## config.mk

```make
export PLATFORM = sky130hd
export DESIGN_NAME = lsu_ctrl_mo
export DESIGN_NICKNAME = d
export VERILOG_FILES = /design/src/rtl/lsu_ctrl_mo.sv
export SDC_FILE = /design/constraint.sdc
export NUM_CORES = 1
export LEC_CHECK = 0
export ABC_AREA = 1
export ABC_CLOCK_PERIOD_IN_PS = 1800
export CAP_MARGIN = 15
export CELL_PAD_IN_SITES_DETAIL_PLACEMENT = 1
export CELL_PAD_IN_SITES_GLOBAL_PLACEMENT = 2
export CORE_AREA = 2 2 128 130
export DETAILED_ROUTE_END_ITERATION = 10
export DIE_AREA = 0 0 130 132
export PLACE_DENSITY = 0.87
export SLEW_MARGIN = 20
export SYNTH_ARGS = -nofsm -noshare
export SYNTH_HDL_FRONTEND = slang
export SYNTH_SLANG_ARGS = --single-unit
export TNS_END_PERCENT = 100
```

## constraint.sdc

```tcl
create_clock -name clk -period 1.8 [get_ports clk]
set_input_delay 0.27 -clock clk [delete_from_list [all_inputs] [get_ports clk]]
set_output_delay 0.27 -clock clk [all_outputs]
set_load 0.01 [all_outputs]
```

## src/rtl/lsu_ctrl_mo.sv

```systemverilog
//==============================================================================
// Module      : lsu_ctrl_mo
// Description : Load/store control unit between the AGU and the DTCM. It keeps
//               up to OSD commands in flight and retires them strictly in order.
//               Build option LSU_MISALGN_CHK_EN enables misaligned-access errors.
// Revision    : 1.0 - initial release
//==============================================================================
`default_nettype none

module lsu_ctrl_mo #(
    parameter  int XLEN   = 32,
    parameter  int AW     = 16,
    parameter  int ITAG_W = 1,
    parameter  int OSD    = 2,
    localparam int CW     = $clog2(OSD + 1)
) (
    input  logic                clk,
    input  logic                rst,

    input  logic                agu_cmd_valid,
    output logic                agu_cmd_ready,
    input  logic                agu_cmd_read,
    input  logic [AW-1:0]       agu_cmd_addr,
    input  logic [XLEN-1:0]     agu_cmd_wdata,
    input  logic [1:0]          agu_cmd_size,
    input  logic                agu_cmd_usign,
    input  logic [ITAG_W-1:0]   agu_cmd_itag,

    output logic                dtcm_cmd_valid,
    input  logic                dtcm_cmd_ready,
    output logic                dtcm_cmd_read,
    output logic [AW-1:0]       dtcm_cmd_addr,
    output logic [XLEN-1:0]     dtcm_cmd_wdata,
    output logic [XLEN/8-1:0]   dtcm_cmd_wmask,

    input  logic                dtcm_rsp_valid,
    output logic                dtcm_rsp_ready,
    input  logic [XLEN-1:0]     dtcm_rsp_rdata,

    output logic                lsu_o_valid,
    input  logic                lsu_o_ready,
    output logic [XLEN-1:0]     lsu_o_wbck_data,
    output logic [ITAG_W-1:0]   lsu_o_wbck_itag,
    output logic                lsu_o_wbck_err,
    output logic [CW-1:0]       lsu_o_outstanding
);

    localparam int         PW         = (OSD > 1) ? $clog2(OSD) : 1;
    localparam logic [1:0] c_SZ_BYTE  = 2'b00;
    localparam logic [1:0] c_SZ_HALF  = 2'b01;

    typedef struct packed {
        logic [ITAG_W-1:0] itag;
        logic              read;
        logic              usign;
        logic [1:0]        size;
        logic [1:0]        lsb;
        logic              err;
    } entry_t;

    entry_t          r_fifo [OSD];
    logic [PW-1:0]   r_wptr;
    logic [PW-1:0]   r_rptr;
    logic [CW-1:0]   r_cnt;

    logic            w_full;
    logic            w_empty;
    logic            w_mis;
    logic            w_push;
    logic            w_pop;
    entry_t          w_head;
    entry_t          w_new;
    logic [XLEN-1:0] w_shift;

    // Pointers wrap explicitly so OSD need not be a power of two.
    function automatic logic [PW-1:0] f_next_ptr(input logic [PW-1:0] ptr);
        if (ptr == PW'(OSD - 1)) begin
            return '0;
        end
        return ptr + 1'b1;
    endfunction

    assign w_full  = (r_cnt == CW'(OSD));
    assign w_empty = (r_cnt == '0);

`ifdef LSU_MISALGN_CHK_EN
    always_comb begin
        w_mis = 1'b0;
        case (agu_cmd_size)
            c_SZ_BYTE: w_mis = 1'b0;
            c_SZ_HALF: w_mis = agu_cmd_addr[0];
            default:   w_mis = |agu_cmd_addr[1:0];
        endcase
    end
`else
    assign w_mis = 1'b0;
`endif

    //--------------------------------------------------------------------------
    // Command path
    //--------------------------------------------------------------------------
    assign dtcm_cmd_valid = agu_cmd_valid & ~w_full & ~w_mis;
    // Deliberately ignores same-cycle pops so there is no ready-to-ready path.
    assign agu_cmd_ready  = ~w_full & (w_mis | dtcm_cmd_ready);
    assign w_push         = agu_cmd_valid & agu_cmd_ready;

    assign dtcm_cmd_read  = agu_cmd_read;
    assign dtcm_cmd_addr  = agu_cmd_addr;

    always_comb begin
        dtcm_cmd_wmask = 4'b0000;
        dtcm_cmd_wdata = agu_cmd_wdata;
        case (agu_cmd_size)
            c_SZ_BYTE: begin
                dtcm_cmd_wmask = 4'b0001 << agu_cmd_addr[1:0];
                dtcm_cmd_wdata = {4{agu_cmd_wdata[7:0]}};
            end
            c_SZ_HALF: begin
                dtcm_cmd_wmask = 4'b0011 << agu_cmd_addr[1:0];
                dtcm_cmd_wdata = {2{agu_cmd_wdata[15:0]}};
            end
            default: begin
                dtcm_cmd_wmask = 4'b1111;
                dtcm_cmd_wdata = agu_cmd_wdata;
            end
        endcase
        if (agu_cmd_read) begin
            dtcm_cmd_wmask = 4'b0000;
        end
    end

    always_comb begin
        w_new       = '0;
        w_new.itag  = agu_cmd_itag;
        w_new.read  = agu_cmd_read;
        w_new.usign = agu_cmd_usign;
        w_new.size  = agu_cmd_size;
        w_new.lsb   = agu_cmd_addr[1:0];
        w_new.err   = w_mis;
    end

    //--------------------------------------------------------------------------
    // Response path
    //--------------------------------------------------------------------------
    assign w_head          = r_fifo[r_rptr];
    assign lsu_o_valid     = ~w_empty & (w_head.err | dtcm_rsp_valid);
    // Error entries never went to the DTCM, so they must not consume a response.
    assign dtcm_rsp_ready  = ~w_empty & ~w_head.err & lsu_o_ready;
    assign w_pop           = lsu_o_valid & lsu_o_ready;
    assign lsu_o_wbck_itag = w_head.itag;

`ifdef LSU_MISALGN_CHK_EN
    assign lsu_o_wbck_err  = ~w_empty & w_head.err;
`else
    assign lsu_o_wbck_err  = 1'b0;
`endif

    assign w_shift = dtcm_rsp_rdata >> {w_head.lsb, 3'b000};

    always_comb begin
        lsu_o_wbck_data = '0;
        if (w_head.read && !w_head.err) begin
            case (w_head.size)
                c_SZ_BYTE: lsu_o_wbck_data = w_head.usign ? {24'd0, w_shift[7:0]}
                                                          : {{24{w_shift[7]}}, w_shift[7:0]};
                c_SZ_HALF: lsu_o_wbck_data = w_head.usign ? {16'd0, w_shift[15:0]}
                                                          : {{16{w_shift[15]}}, w_shift[15:0]};
                default:   lsu_o_wbck_data = w_shift;
            endcase
        end
    end

    //--------------------------------------------------------------------------
    // Tracker state
    //--------------------------------------------------------------------------
    always_ff @(posedge clk) begin
        if (rst) begin
            r_wptr <= '0;
            r_rptr <= '0;
            r_cnt  <= '0;
        end else begin
            if (w_push) begin
                r_fifo[r_wptr] <= w_new;
                r_wptr         <= f_next_ptr(r_wptr);
            end
            if (w_pop) begin
                r_rptr <= f_next_ptr(r_rptr);
            end
            case ({w_push, w_pop})
                2'b10:   r_cnt <= r_cnt + 1'b1;
                2'b01:   r_cnt <= r_cnt - 1'b1;
                default: r_cnt <= r_cnt;
            endcase
        end
    end

    assign lsu_o_outstanding = r_cnt;

endmodule

`default_nettype wire
```

* Yosys cells after proc, flatten, opt, wreduce, memory -nomap -nowiden *
Memory sizes are Yosys's and may differ from the RTL's. A register that Yosys moved wholly into a read port is not among the register bits.
Index checks and enable logic that the tools add are counted.

storage, ports and cells
  output and inout bits = 93
  memories kept = 1
  memory bits (writable) = 14
  bits of input ports = 91
  logic and storage cells = 56
  register bits after elaboration = 4

memory list
  memory  words  bits a word  read ports  clocked after memory_dff  wr ports  line  RTL
  r_fifo  2      7            1           1                         1         61    entry_t r_fifo [OSD];

cells by class
  shifts and indexed selects = 3
  multiplexer cells = 23
  bitwise gates (word level) = 11
  add/sub/neg operators = 4
  eq/ne operators = 5
  reductions and logical operators = 6

operator list
  operator                                                             number
  32-bit one-hot mux with 2 select lines                               2
  32-bit 2-to-1 mux                                                    3
  32-bit by 5-bit right shift with 32-bit output                       1
  1-bit 2-to-1 mux                                                     15
  4-bit one-hot mux with 2 select lines                                1
  1-bit AND                                                            7
  2-bit by 1-bit == test with 1-bit output (second input constant)     3
  2-bit logical NOT                                                    3
  2-bit == test (second input constant)                                2
  4-bit 2-to-1 mux                                                     1
  2-bit one-hot mux with 2 select lines                                1
  1-bit by 2-bit << shifter with 4-bit output (first input constant)   1
  2-bit by 2-bit << shifter with 4-bit output (first input constant)   1
  1-bit adder (second input constant)                                  2
  2-bit by 1-bit adder with 2-bit output (second input constant)       1
  1-bit NOT                                                            2
  2-bit nonzero test                                                   1
  2-bit by 1-bit subtractor with 2-bit output (second input constant)  1
  1-bit logical AND                                                    1
  1-bit logical NOT (first input constant)                             1
  1-bit NOT (first input constant)                                     1
  1-bit bitwise OR (first input constant)                              1

* Longest topological paths before layout *
  depth in word-level cells = 9
  mapped depth = 10
  depth with buffers taken out = 9

* Least setup slack after synthesis *
OpenSTA, ideal clock, no wires.

  path kind = reg2reg
  start point = register r_cnt[0], in the netlist lsu_o_outstanding[0]
  end point = memory r_fifo[1][0] (netlist name), enable pin
  required time = 1.420 ns
  stages on the path, launching flop included = 5
  setup slack = 0.030 ns
  buffers on the path = 0
  period minus slack after synthesis = 1.770 ns
  arrival = 1.390 ns
  cells stage by stage = dfxtp_1 nor2_1 nor2_1 nand2_1 nor3_1

on the way
  cells in the longest elaborated chain, start to end = 7

RTL lines
  what                                    line  RTL
  start, declared                         64    logic [CW-1:0] r_cnt;
  start signal, assigned                  190   2'b10: r_cnt <= r_cnt + 1'b1;
  start signal, assigned                  191   2'b01: r_cnt <= r_cnt - 1'b1;
  start signal, assigned                  192   default: r_cnt <= r_cnt;
  2-bit == test                           83    assign w_full = (r_cnt == CW'(OSD));
  1-bit NOT                               104   assign agu_cmd_ready = ~w_full & (w_mis | dtcm_cmd_ready);
  1-bit AND                               104
  1-bit AND                               105   assign w_push = agu_cmd_valid & agu_cmd_ready;
  1-bit 2-to-1 mux                        182   if (w_push) begin
  1-bit 2-to-1 mux                        177   if (rst) begin
  1-bit 2-to-1 mux (not written as such)  183   r_fifo[r_wptr] <= w_new;
  end, declared                           61

No other way between the ends.

==> Implementation_results.wiki <==
{| class="wikitable"
! Metric !! Value
|-
| Sequential cell fraction of total power || 21.8%
|-
| Cts bufs inserted || 3
|-
| Final estimated routing congestion in global placement || 0.799
|-
| Average wire per cell in the routed design || 14.4 um
|-
| First-pass GRT wire length || between 15 and 20 mm
|-
| Post-synthesis share of cell area spent on and, or, nand and nor gates || 39.6%
|-
| Number of diodes added for antenna fixing || 0
|-
| Status || finished with violations
|-
| Pin count of the biggest net entering global routing || 18
|-
| Initial cell density of the core || 14.8%
|-
| Share of cells above drive strength 1 || a little under two fifths
|-
| Root Driver || sky130_fd_sc_hd__clkbuf_16
|-
| I/O pin count || roughly 180
|-
| H-tree depth || 1
|-
| Violations in the final reports || setup timing
|-
| Sinks on the clock net || 19
|-
| Aggregate negative setup slack || -9.42 ns
|-
| Switching pwr || 797 uW
|-
| Setup repair after global routing missed its margin || true
|-
| Antenna violation net count after detailed routing || 0
|-
| Distinct cells, synth || 30
|-
| Via count of the first global-routing pass || 3663
|-
| Ratio of total power to cell area || 440 nW/um^2
|-
| Arrival time worst endpoint || approximately 1.9 ns
|-
| Design Power || 2.28 mW
|-
| Area enclosed by the die boundary || 17200 sq um
|-
| Largest family of logic cells by synthesized area || simple AND/OR/NAND/NOR gates
|-
| Final layout net count || 682
|-
| Count of input and output buffers || 154
|-
| Peak supply drop || 0.000298 V
|-
| Crit Path Class || reg2out
|-
| Share of synthesized area occupied by flip-flops and latches || 22.4%
|-
| Adder-cell share of the synthesized area || 0.539%
|-
| Pint || approximately 1.5 mW
|-
| Detailed placer's ending HPWL || 8.75 mm
|-
| Maximum buffer depth of the clock tree || 2
|-
| CP startpoint kind || register
|-
| Area of the mapped netlist || 2320 sq um
|-
| Insertion delay of the later-clocked pin in the worst-skew pair || 0.25 ns
|-
| DRC violations left || 0
|-
| Std-Cell Rows || 46
|-
| Portion of total power attributed to the clock network || 19.3%
|-
| Highest Clock Rate || 465 MHz
|-
| Count of TritonRoute iterations in the first routing pass || 4
|-
| Mux cell area share after synthesis || 0.431%
|-
| Leakage power total || 2.42 nW
|-
| Clock tree from TritonCTS || done
|-
| Syn nets || 486
|-
| Filler cells || 1893
|-
| Synth-to-Final Area Change || 124%
|-
| Final hold viol count || 0
|-
| Final worst-path cycle share || 119%
|-
| Part of the power in combinational logic || about three fifths
|-
| Count of endpoints failing setup in the final report || 32
|-
| Overall global routing resource usage || 13.1%
|-
| Fin Clk Skew || 0.00563 ns
|-
| Count of routing violations after the opening detailed-route iteration || 99
|-
| Area of the placeable core || 15700 sq um
|-
| Type of the worst min-delay path || reg2reg
|-
| Total global routing overflow || 0
|-
| Switching share of total power || roughly a third
|-
| Number of warnings issued by yosys || 0
|-
| Required time worst endpoint || approximately 1.5 ns
|-
| Post-route worst hold slack || 0.468 ns
|-
| Count of pins over their slew limit || 0
|-
| Mean cell area of the mapped netlist || between 5 and 6 sq um
|-
| Max_cap viols || 0
|-
| Number of antenna violations at the first check in global routing || 0
|-
| Fin crit period || 2.15 ns
|-
| Via-to-Cell Ratio || around 4.1
|-
| Critical Path End Type || primary output
|-
| Width of the die || 130 um
|-
| Hold_buf cts || 0
|-
| Post-Syn Instances || 394
|-
| Number of flip-flops and latches in the synthesized netlist || 19
|-
| Die height || 132 um
|-
| Number of vias in the routed layout || roughly 3300
|-
| Post-route core utilization || 33.1%
|-
| Clock-pin transition on the worst setup and hold timing paths || approximately 0.050 ns
|-
| Area share of xor/xnor cells in the synthesized design || 0%
|-
| Post-route setup slack || -0.349 ns
|-
| Top fanout value on the critical path || 7
|-
| Compound-gate portion of the synthesized area || 16.9%
|-
| Total Routed Length || 11.6 mm
|}
==> stage by stage <==
stage | area [sq um] | setup WS (ns) | instances
6_report | 5190 | -0.349 | 805
2_1_floorplan | 2320 | 0.0303 | 394
3_5_place_dp | 4370 | -0.533 | 778
3_3_place_gp | 4370 | -0.475 | 778
5_1_grt | 5190 | -0.436 | 805
4_1_cts | 5000 | -0.342 | 802
==> power groups by stage <==
stage | logic [mW] | clock network, mW | registers (mW)
2_1_floorplan | 0.477 | 0 | 0.504
3_3_place_gp | 1.10 | 0 | 0.505
3_5_place_dp | 1.11 | 0 | 0.506
4_1_cts | 1.29 | 0.449 | 0.497
5_1_grt | 1.45 | 0.471 | 0.499
6_report | 1.35 | 0.441 | 0.497
==> worst max-delay path, stage by stage (launching register included) <==
cell and delay, ns:
sky130_fd_sc_hd__dfxtp_4 0.36, sky130_fd_sc_hd__buf_6 0.13, sky130_fd_sc_hd__nand2_4 0.07, sky130_fd_sc_hd__inv_4 0.04, sky130_fd_sc_hd__nor2_4 0.16, sky130_fd_sc_hd__buf_12 0.13, sky130_fd_sc_hd__nand3_4 0.08, sky130_fd_sc_hd__nand3_4 0.15
sky130_fd_sc_hd__nand3_4 0.14, sky130_fd_sc_hd__buf_8 0.17, sky130_fd_sc_hd__nand2_4 0.05, sky130_fd_sc_hd__inv_2 0.03, sky130_fd_sc_hd__buf_6 0.11
==> placed cells by master, fill, tap and decap left out, drive strengths merged <==
master	instances
nand2	152
buf	108
clkdlybuf4s50	91
inv	45
a21oi	40
nand3	36
dlygate4sd2	27
nor2	23
edfxtp	14
o21ai	12
o211ai	8
a211oi	7
clkbuf	7
dfxtp	5
clkdlybuf4s15	3
dlymetal6s2s	3
or2	2
o21bai	1
mux2i	1
nor3	1
o21a	1
ha	1
conb	1
==> layer usage <==
metal	up-vias	share of wire, %	GRT usage [%]
met5	-	0	0
met4	0	2.1	2.51
met3	20	8.5	3.25
met2	153	52	25.8
met1	1533	37	13.9
li1	1632	-	-
==> cell usage after synthesis, drive strengths merged <==
cell,count,area [sq um]
conb,1,3.75
o21ai,12,63.8
dfxtp,5,100
o21bai,1,7.51
a211oi,7,52.6
buf,38,270
nor2,23,101
o21a,1,7.51
nand3,35,205
ha,1,12.5
nand2,152,596
edfxtp,14,420
o211ai,8,60.1
nor3,1,5.00
mux2i,1,10.0
clkbuf,7,26.3
a21oi,40,200
or2,2,12.5
inv,45,169
==> registers in the layout, summed over array words and instances, names as in the netlist, named ones only <==
register           count
r_fifo                14
lsu_o_outstanding      2
r_rptr                 1
r_wptr                 1
==> cell type report <==
type | count | area, sq um | area share [%]
Inverter | 45 | 171 | 3.30
Multi-Input combinational cell | 286 | 1780 | 34.3
Sequential cell | 19 | 524 | 10.1
Tap cell | 216 | 270 | 5.20
Timing Repair Buffer | 235 | 2370 | 45.6
Clock buffer | 4 | 78.8 | 1.52
==> logic make-up (layout without fill, tap and decap cells) <==
group / after synthesis / count (layout)
buffers and inverters: 90 / 284
adder cells (fa/ha/maj): 1 / 1
AND/OR/NAND/NOR: 213 / 214
flip-flops: 19 / 19
other: 1 / 1
AO/OA/AOI/OAI: 69 / 69
multiplexers: 1 / 1
==> path summary, 6_finish.rpt <==
kind,to,slack [ns],from,cells after the start
worst max-delay path,lsu_o_wbck_data[20],-0.35,register,12
worst min-delay path,r_wptr,0.47,r_wptr,2
worst max register to register,lsu_o_outstanding[1],0.20,lsu_o_outstanding[0],9
worst min register to register,r_wptr,0.47,r_wptr,2
==> what timing repair did <==
item                       4_1_cts  5_1_grt
resized for setup              264       42
gates cloned                     5        2
buffers inserted                15        2
pin swaps                       33       21
setup endpoints to repair       61       45
Note: power is estimated with default switching activity, not from simulation.
